--- config.mk ---
export PLATFORM = sky130hd
export DESIGN_NAME = fetch_stage_flat
export DESIGN_NICKNAME = d
export VERILOG_FILES = /design/src/rtl/fetch_stage_if.sv /design/src/rtl/fetch_stage.sv /design/src/flat_wrapper.sv
export SDC_FILE = /design/constraint.sdc
export NUM_CORES = 1
export LEC_CHECK = 0
export BUFFER_PORTS_ARGS = -buffer_cell sky130_fd_sc_hd__buf_2
export CAP_MARGIN = 20
export CORE_MARGIN = 2
export CORE_UTILIZATION = 52
export CTS_BUF_LIST = sky130_fd_sc_hd__clkbuf_8 sky130_fd_sc_hd__clkbuf_16
export CTS_CLUSTER_DIAMETER = 100
export DETAILED_ROUTE_END_ITERATION = 16
export PLACE_DENSITY = 0.77
export SLEW_MARGIN = 20
export SYNTH_ARGS = -nofsm -noshare
export SYNTH_HDL_FRONTEND = slang
export SYNTH_SLANG_ARGS = --single-unit
export TNS_END_PERCENT = 50
--- constraint.sdc ---
create_clock -name clk -period 6 [get_ports clk]
set_clock_uncertainty 0.05 [all_clocks]
set_input_delay 0 -clock clk [delete_from_list [all_inputs] [get_ports clk]]
set_output_delay 0 -clock clk [all_outputs]
set_load 0.03 [all_outputs]
--- src/rtl/fetch_stage_if.sv ---
// Fetch stage bus bundle: instruction-memory read port, EX redirect and the
// valid/ready handshake towards the decoder.
interface fetch_stage_if;
  logic        imem_req_o;
  logic [31:0] imem_addr_o;
  logic [31:0] imem_rdata_i;
  logic        redirect_i;
  logic [31:0] redirect_pc_i;
  logic        if_valid_o;
  logic        id_ready_i;
  logic [31:0] instr_o;
  logic [31:0] pc_o;
  logic [6:0]  opcode_o;
  logic [2:0]  funct3_o;

  modport master (
    output imem_req_o, imem_addr_o,
    input  imem_rdata_i,
    input  redirect_i, redirect_pc_i,
    output if_valid_o,
    input  id_ready_i,
    output instr_o, pc_o, opcode_o, funct3_o
  );

  modport slave (
    input  imem_req_o, imem_addr_o,
    output imem_rdata_i,
    output redirect_i, redirect_pc_i,
    input  if_valid_o,
    output id_ready_i,
    input  instr_o, pc_o, opcode_o, funct3_o
  );
endinterface

--- src/rtl/fetch_stage.sv ---
// Instruction fetch: PC owner, credit-limited requests to a 1-cycle imem,
// prefetch FIFO towards decode, flushed by EX redirects.
module fetch_stage_chk #(
  parameter int unsigned FIFO_DEPTH = 2,
  parameter int unsigned CNT_W      = 2
) (
  input logic             clk,
  input logic             reset,
  input logic             push,
  input logic [CNT_W-1:0] count
);
  a_no_push_when_full: assert property (@(posedge clk) disable iff (reset)
    !(push && (count == CNT_W'(FIFO_DEPTH))));
endmodule

module fetch_stage #(
  parameter logic [31:0] RESET_PC   = 32'h0000_0000,
  parameter int unsigned FIFO_DEPTH = 2
) (
  input logic          clk,
  input logic          reset,
  fetch_stage_if.master bus
);
  localparam int unsigned PTR_W = $clog2(FIFO_DEPTH);
  localparam int unsigned CNT_W = PTR_W + 1;
  localparam logic [31:0] NOP   = 32'h0000_0013;

  logic [31:0]      fetch_pc_r;
  logic             inflight_r;
  logic [31:0]      inflight_pc_r;
  logic [31:0]      fifo_instr_r [FIFO_DEPTH];
  logic [31:0]      fifo_pc_r    [FIFO_DEPTH];
  logic [PTR_W-1:0] rd_ptr_r;
  logic [PTR_W-1:0] wr_ptr_r;
  logic [CNT_W-1:0] count_r;
  logic             valid_s;
  logic             pop_s;
  logic             push_s;
  logic             req_s;
  logic [CNT_W:0]   occ_s;
  logic [31:0]      addr_s;
  logic [31:0]      instr_s;
  logic [31:0]      pc_s;
  logic             unused_s;

  assign unused_s = ^bus.redirect_pc_i[1:0];
  assign valid_s  = ~reset & (count_r != CNT_W'(0));
  assign pop_s    = valid_s & bus.id_ready_i & ~bus.redirect_i;
  assign push_s   = inflight_r & ~bus.redirect_i;

  // Entries committed once everything in flight lands and this cycle's pop leaves.
  assign occ_s = {1'b0, count_r} + (CNT_W+1)'(inflight_r) - (CNT_W+1)'(pop_s);
  assign req_s = ~reset & ~bus.redirect_i & (occ_s < (CNT_W+1)'(FIFO_DEPTH));

  // Request address and FIFO head, forced to idle values in reset or when empty.
  always_comb begin
    if (reset) begin
      addr_s = 32'h0000_0000;
    end else begin
      addr_s = fetch_pc_r;
    end
    if (valid_s) begin
      instr_s = fifo_instr_r[rd_ptr_r];
      pc_s    = fifo_pc_r[rd_ptr_r];
    end else begin
      instr_s = NOP;
      pc_s    = 32'h0000_0000;
    end
  end

  assign bus.imem_req_o  = req_s;
  assign bus.imem_addr_o = addr_s;
  assign bus.if_valid_o  = valid_s;
  assign bus.instr_o     = instr_s;
  assign bus.pc_o        = pc_s;
  assign bus.opcode_o    = instr_s[6:0];
  assign bus.funct3_o    = instr_s[14:12];

  // PC, in-flight tracking and FIFO pointers; reset beats redirect beats normal flow.
  always_ff @(posedge clk) begin
    if (reset) begin
      fetch_pc_r    <= RESET_PC;
      inflight_r    <= 1'b0;
      inflight_pc_r <= 32'h0000_0000;
      rd_ptr_r      <= PTR_W'(0);
      wr_ptr_r      <= PTR_W'(0);
      count_r       <= CNT_W'(0);
    end else if (bus.redirect_i) begin
      fetch_pc_r    <= {bus.redirect_pc_i[31:2], 2'b00};
      inflight_r    <= 1'b0;
      inflight_pc_r <= addr_s;
      rd_ptr_r      <= PTR_W'(0);
      wr_ptr_r      <= PTR_W'(0);
      count_r       <= CNT_W'(0);
    end else begin
      if (req_s) begin
        fetch_pc_r <= fetch_pc_r + 32'd4;
      end
      inflight_r    <= req_s;
      inflight_pc_r <= addr_s;
      if (push_s) begin
        wr_ptr_r <= wr_ptr_r + PTR_W'(1);
      end
      if (pop_s) begin
        rd_ptr_r <= rd_ptr_r + PTR_W'(1);
      end
      case ({push_s, pop_s})
        2'b10:   count_r <= count_r + CNT_W'(1);
        2'b01:   count_r <= count_r - CNT_W'(1);
        default: count_r <= count_r;
      endcase
    end
  end

  // FIFO payload storage; needs no reset because count gates visibility.
  always_ff @(posedge clk) begin
    if (push_s && !reset) begin
      fifo_instr_r[wr_ptr_r] <= bus.imem_rdata_i;
      fifo_pc_r[wr_ptr_r]    <= inflight_pc_r;
    end
  end

  fetch_stage_chk #(
    .FIFO_DEPTH (FIFO_DEPTH),
    .CNT_W      (CNT_W)
  ) u_chk (
    .clk   (clk),
    .reset (reset),
    .push  (push_s),
    .count (count_r)
  );
endmodule

--- src/flat_wrapper.sv ---
// flat-port wrapper written by rule: the top's interface ports become plain ports
module fetch_stage_flat 
#(
  parameter logic [31:0] RESET_PC   = 32'h0000_0000,
  parameter int unsigned FIFO_DEPTH = 2
)
  (clk, reset, bus_imem_req_o, bus_imem_addr_o, bus_imem_rdata_i, bus_redirect_i, bus_redirect_pc_i, bus_if_valid_o, bus_id_ready_i, bus_instr_o, bus_pc_o, bus_opcode_o, bus_funct3_o);
  fetch_stage_if bus_i ();
  input logic clk;
  input logic reset;
  output wire logic [$bits(bus_i.imem_req_o)-1:0] bus_imem_req_o;
  output wire logic [$bits(bus_i.imem_addr_o)-1:0] bus_imem_addr_o;
  input wire logic [$bits(bus_i.imem_rdata_i)-1:0] bus_imem_rdata_i;
  input wire logic [$bits(bus_i.redirect_i)-1:0] bus_redirect_i;
  input wire logic [$bits(bus_i.redirect_pc_i)-1:0] bus_redirect_pc_i;
  output wire logic [$bits(bus_i.if_valid_o)-1:0] bus_if_valid_o;
  input wire logic [$bits(bus_i.id_ready_i)-1:0] bus_id_ready_i;
  output wire logic [$bits(bus_i.instr_o)-1:0] bus_instr_o;
  output wire logic [$bits(bus_i.pc_o)-1:0] bus_pc_o;
  output wire logic [$bits(bus_i.opcode_o)-1:0] bus_opcode_o;
  output wire logic [$bits(bus_i.funct3_o)-1:0] bus_funct3_o;
  assign bus_imem_req_o = bus_i.imem_req_o;
  assign bus_imem_addr_o = bus_i.imem_addr_o;
  assign bus_i.imem_rdata_i = bus_imem_rdata_i;
  assign bus_i.redirect_i = bus_redirect_i;
  assign bus_i.redirect_pc_i = bus_redirect_pc_i;
  assign bus_if_valid_o = bus_i.if_valid_o;
  assign bus_i.id_ready_i = bus_id_ready_i;
  assign bus_instr_o = bus_i.instr_o;
  assign bus_pc_o = bus_i.pc_o;
  assign bus_opcode_o = bus_i.opcode_o;
  assign bus_funct3_o = bus_i.funct3_o;
  fetch_stage #(.RESET_PC(RESET_PC), .FIFO_DEPTH(FIFO_DEPTH)) u_core (.clk(clk), .reset(reset), .bus(bus_i));
endmodule
# After elaboration in Yosys (flattened, before gate mapping)
# Memory sizes are Yosys's and may differ from the RTL's. A register that Yosys moved wholly into a read port is not among the register bits.
# Index checks and enable logic that the tools add are counted.
[op_classes]
n_addsub = 7
order_cmp = 1
eq_ne = 2
n_mux = 12
bitwise = 8
n_reduce_logical = 6
[op_table]
columns = ["op", "n"]
rows = [
  ["32-bit two-way mux", 5],
  ["32-bit by 3-bit adder with 32-bit output (second input constant)", 1],
  ["1-bit bitwise AND", 6],
  ["1-bit two-way mux", 6],
  ["2-bit nonzero test", 3],
  ["2-bit case mux with 2 select lines", 1],
  ["2-bit by 1-bit adder with 3-bit output", 1],
  ["3-bit by 2-bit less-than comparator with 1-bit output (second input constant)", 1],
  ["3-bit by 1-bit subtractor with 3-bit output", 1],
  ["1-bit adder (second input constant)", 2],
  ["2-bit by 1-bit adder with 2-bit output (second input constant)", 1],
  ["2-bit by 1-bit == test with 1-bit output (second input constant)", 1],
  ["2-bit == test (second input constant)", 1],
  ["1-bit NOT", 2],
  ["2-bit OR reduction", 1],
  ["2-bit by 1-bit subtractor with 2-bit output (second input constant)", 1],
  ["1-bit logical AND", 1],
  ["1-bit zero test", 1],
]
[word_totals]
register_bits = 69
ramBits = 128
wordCells = 45
mem_count = 2
[memory_table]
columns = ["memory", "words", "word_bits", "read_ports", "rd_clocked_by_memory_dff", "wr", "line", "rtl"]
rows = [
  ["u_core.fifo_instr_r", 2, 32, 1, 1, 1, "fetch_stage.sv:31", "logic [31:0] fifo_instr_r [FIFO_DEPTH];"],
  ["u_core.fifo_pc_r", 2, 32, 1, 1, 1, "fetch_stage.sv:32", "logic [31:0] fifo_pc_r [FIFO_DEPTH];"],
]

# Depth between registers and ports, before layout
[depth]
word_depth = 9
ltp_mapped = 14
mapped_depth_nobuf = 11

# Least setup slack after synthesis
# OpenSTA, ideal clock, no wires.
[synth_path]
path_kind = "input port to flip-flop"
from = "in bus_redirect_i"
to = "mem u_core.fifo_instr_r[0][0], enable pin"
arrival_time_ns = 4.829
required_ns = 5.392
setup_slack_ns = 0.562
cell_stages = 4
cell_sequence = "clkbuf_1 or2_2 clkbuf_1 nor3_1"
[synth_via]
elab_chain_len = 5
[synth_rtl]
columns = ["element", "line", "rtl"]
rows = [
  ["start, declared", "flat_wrapper.sv:14", "input wire logic [$bits(bus_i.redirect_i)-1:0] bus_redirect_i;"],
  ["1-bit NOT", "fetch_stage.sv:49", "assign push_s = inflight_r & ~bus.redirect_i;"],
  ["1-bit bitwise AND", "fetch_stage.sv:49", ""],
  ["1-bit logical AND", "fetch_stage.sv:117", "if (push_s && !reset) begin"],
  ["1-bit two-way mux", "fetch_stage.sv:117", ""],
  ["1-bit two-way mux (implied by the code)", "fetch_stage.sv:118", "fifo_instr_r[wr_ptr_r] <= bus.imem_rdata_i;"],
  ["end, declared", "fetch_stage.sv:31", ""],
]
# Every way passes these cells.

# Worst setup path after layout
[layout_path]
from = "reg u_core.count_r[1]"
to = "reg u_core.fetch_pc_r[10]"
[layout_via]
elab_chain_len = 8
elab_cells_between_ends = 9
cone_classes = "add/sub (2); order compare (1); bitwise (4); reduce/logical (2)"
[layout_rtl]
columns = ["element", "line", "rtl"]
rows = [
  ["start, declared", "fetch_stage.sv:35", "logic [CNT_W-1:0] count_r;"],
  ["start signal, assigned", "fetch_stage.sv:108", "2'b10: count_r <= count_r + CNT_W'(1);"],
  ["start signal, assigned", "fetch_stage.sv:109", "2'b01: count_r <= count_r - CNT_W'(1);"],
  ["start signal, assigned", "fetch_stage.sv:110", "default: count_r <= count_r;"],
  ["2-bit nonzero test", "fetch_stage.sv:47", "assign valid_s = ~reset & (count_r != CNT_W'(0));"],
  ["1-bit bitwise AND", "fetch_stage.sv:47", ""],
  ["1-bit bitwise AND (2 in a row)", "fetch_stage.sv:48", "assign pop_s = valid_s & bus.id_ready_i & ~bus.redirect_i;"],
  ["named net u_core.pop_s", "fetch_stage.sv:37", "logic pop_s;"],
  ["3-bit by 1-bit subtractor with 3-bit output", "fetch_stage.sv:52", "assign occ_s = {1'b0, count_r} + (CNT_W+1)'(inflight_r) - (CNT_W+1)'(pop_s);"],
  ["3-bit by 2-bit less-than comparator with 1-bit output", "fetch_stage.sv:53", "assign req_s = ~reset & ~bus.redirect_i & (occ_s < (CNT_W+1)'(FIFO_DEPTH));"],
  ["1-bit bitwise AND", "fetch_stage.sv:53", ""],
  ["2-bit nonzero test (no line)", "-", ""],
  ["end signal, assigned", "fetch_stage.sv:89", "fetch_pc_r <= {bus.redirect_pc_i[31:2], 2'b00};"],
  ["end signal, assigned", "fetch_stage.sv:97", "fetch_pc_r <= fetch_pc_r + 32'd4;"],
  ["end, declared", "fetch_stage.sv:28", "logic [31:0] fetch_pc_r;"],
]
# The timed path passes the listed nets, and every way through them passes these cells.
# A chain may end at the register's enable or synchronous reset.

==> metrics.md <==
| Metric | Value |
|---|---|
| Starting Density | `0.526` |
| DR iter-0 viols | `428` |
| Kind of critical path | `flip-flop to flip-flop` |
| # resized after CTS | `0` |
| Metal-1 WL | `7.69 mm` |
| Total power | `0.00269 W` |
| Overall Global Routing Usage | `0.217` |
| RSZ-0062 raised after global routing | `no` |
| Syn-to-layout area delta | `26.6%` |
| Latest clock arrival within the worst-skew pair | `0.42 ns` |
| Wire length on met3 | `1.18 mm` |
| Max-slew violation count | `0` |
| Routed wire length | `17.9 mm` |
| Htree depth | `4` |
| Die area | `16200 um2` |
| CTS tree | `yes` |
| CP max-delay cell | `nor2_1` |
| Most used cell, CP | `nor2_1` |
| Most frequent cells in the layout | `buf_2, edfxtp_1, nor2_1` |
| Status | `finished, final reports clean` |
| Number of flops mapped to enable cells by yosys | `124` |
| Die width | `127 um` |
| Row count | `45` |
| Max stage delay on crit path | `0.72 ns` |
| Share of layout cells above drive strength 1 | `0.245` |
| Largest net degree at the start of global routing | `89` |
| CTS Root Cell | `clkbuf_16` |
| IO Pins | `176` |
| Grt total ovfl | `0` |
| Register area share after synthesis | `0.639` |
| Maximum buffer depth of the clock tree | `2` |
| Max_cap viols | `0` |
| Worst EP arrival | `4.09 ns` |
| Setup TNS | `0 ns` |
| Netlist cell types | `53` |
| Max Freq | `0.262 GHz` |
| VDD IR max | `199 uV` |
| Post-place setup slack | `2.14 ns` |
| Required time of the critical path | `6.27 ns` |
| GP Congestion | `0.841` |
| Worst-path fanout max | `40` |
| Clk slew on worst S/H paths | `0.07 ns` |
| Async S/R FF share, synth | `0` |
| Lkg Pwr | `3.82 nW` |
| Yosys warns | `0` |
| Remaining antenna violation count | `0` |
| CP Capture Type | `flip-flop` |
| Setup violators final | `0` |
| Class of the worst hold path | `input port to flip-flop` |
| IO Port Bufs | `169` |
| Post-layout nets | `941` |
| Critical path startpoint category | `flip-flop` |
| Reg2reg start | `u_core.count_r[1]` |
| Core Util, Final | `0.665` |
| Via density per instance | `5.48` |
| Met2 WL | `8.88 mm` |
| Fillcell total | `1117` |
| Seq cells post-synth | `190` |
| Post-route DRC violation count | `0` |
| Setup slack after layout | `2.19 ns` |
| Core ar. | `15000 um2` |
| Routed vias | `5861` |
| Final hold viol count | `0` |
| Power Density | `269 nW/um2` |
| Dpl hpwl | `10.7 mm` |
| First-pass GRT wire length | `27.5 mm` |
| Critical Path Source | `u_core.count_r[1]` |
| Total CTS buffers | `17` |
| Sink Count | `190` |
| Ys flop type | `edfxtp_1` |
| Final Critical Period | `3.81 ns` |
| Non-Filler Instances | `1070` |
| Hold Crit Start | `bus_redirect_i` |
| Fin crit share | `0.636` |
| Leading cell type in the layout, fill and taps excluded | `buf_2` |
| Inserted Diodes | `0` |
| Slew Limit Headroom | `0.420` |
| WL per Instance | `16.7 um` |
| Chip height | `127 um` |
| Netlist Area Pre-Place | `7900 um2` |
| Least-Margin Pin Slew | `0.870 ns` |
| CP cell instances | `o21ai_0 -> nor2_1 -> ha_1 -> nand2b_1 -> fa_1 -> xnor2_1 -> nand3_1 -> buf_4 -> inv_2 -> nor2_1 -> nor2_1 -> a311oi_1` |
| Number of global-route vias before repair | `5639` |
| First-pass iteration count of the detailed router | `5` |
| Post-Synthesis Cells | `660` |
| Initial antenna violation count | `0` |
| Mean Syn Cell Area | `12.0 um2` |
| Cells after DPL | `970` |
| Highest routed layer | `met4` |
## synth_stat cells (9+ instances only)
cell / instances / area share
a21oi_1: 23 / 0.015
a31oi_1: 12 / 0.0095
buf_2: 9 / 0.0057
buf_4: 14 / 0.013
clkbuf_1: 26 / 0.012
dfxtp_1: 66 / 0.17
edfxtp_1: 124 / 0.47
mux2i_1: 62 / 0.079
nand2_1: 38 / 0.018
nand3_1: 21 / 0.013
nor2_1: 89 / 0.042
nor2b_1: 55 / 0.044
## repair_timing
item	4_1_cts	5_1_grt
setup buffers	0	0
endpoints found under the hold margin	99	0
hold buffers	67	0
## per-stage QoR
step / area, um2 / hold slack [ns]
final: 10000 / 0.0429
after global routing: 10000 / 0.0763
after floorplan: 7910 / 0.0489
after CTS: 9970 / 0.0181
after detailed placement: 8770 / 0.143
after global placement: 8770 / 0.139
## layout make-up
| cell class | instances | area [um2] | area share |
|---|---|---|---|
| Multi-Input combinational cell | 410 | 2570 | 0.257 |
| Clock inverter | 13 | 77.6 | 0.00776 |
| Clock buffer | 19 | 453 | 0.0453 |
| Tap cell | 188 | 235 | 0.0235 |
| Timing Repair Buffer | 242 | 1580 | 0.158 |
| Sequential cell | 190 | 5050 | 0.505 |
| Inverter | 8 | 30.0 | 0.00300 |
## critical path, delay by kind of cell (launching register included)
| family | cells | cell delay, ns |
|---|---|---|
| xor gates and xnor gates | 1 | 0.14 |
| DFF | 1 | 0.38 |
| adders and majority gates | 2 | 0.69 |
| and+or+nand+nor | 5 | 1.20 |
| AOI/OAI and AO/OA | 2 | 0.59 |
| buffers and inverters | 2 | 0.64 |
## power by group
| part | total, W | internal (W) | switching [W] | leakage, nW |
|---|---|---|---|---|
| Combinational | 0.000215 | 0.0000969 | 0.000118 | 1.87 |
| Clock | 0.00101 | 0.000546 | 0.000460 | 0.272 |
| Sequential | 0.00147 | 0.00143 | 0.0000401 | 1.68 |
| Total | 0.00269 | 0.00207 | 0.000618 | 3.82 |
## layer usage
| metal | GRT usage | vias up |
|---|---|---|
| met4 | 0.0679 | 0 |
| met1 | 0.273 | 2812 |
| met2 | 0.380 | 261 |
| met5 | 0 | - |
| li1 | - | 2775 |
| met3 | 0.0427 | 13 |
## sequential cells by signal (all words and copies together), names as in the netlist, named ones only
name                  flops
u_core.count_r            2
u_core.inflight_pc_r     30
u_core.fifo_instr_r      64
u_core.fetch_pc_r        30
u_core.fifo_pc_r         60
u_core.rd_ptr_r           1
u_core.inflight_r         1
u_core.wr_ptr_r           1
## final timing paths
| path | endpoint | slack (ns) | depth (start not counted) |
|---|---|---|---|
| max | u_core.fetch_pc_r[10] | 2.19 | 12 |
| min | u_core.fetch_pc_r[15] | 0.04 | 3 |
| max reg2reg | u_core.fetch_pc_r[10] | 2.19 | 12 |
| min reg2reg | u_core.fifo_pc_r[1][26] | 0.37 | 0 |
## kinds of logic after synthesis
family / share of synthesized area
simple gates: 0.172
flops: 0.639
compound gates: 0.0539
mux: 0.0800
buf+inv: 0.0380
xor+xnor: 0.00998
fa+ha+maj: 0.00729
other cells: 0.000475
Power figures use the tool's default switching activity.
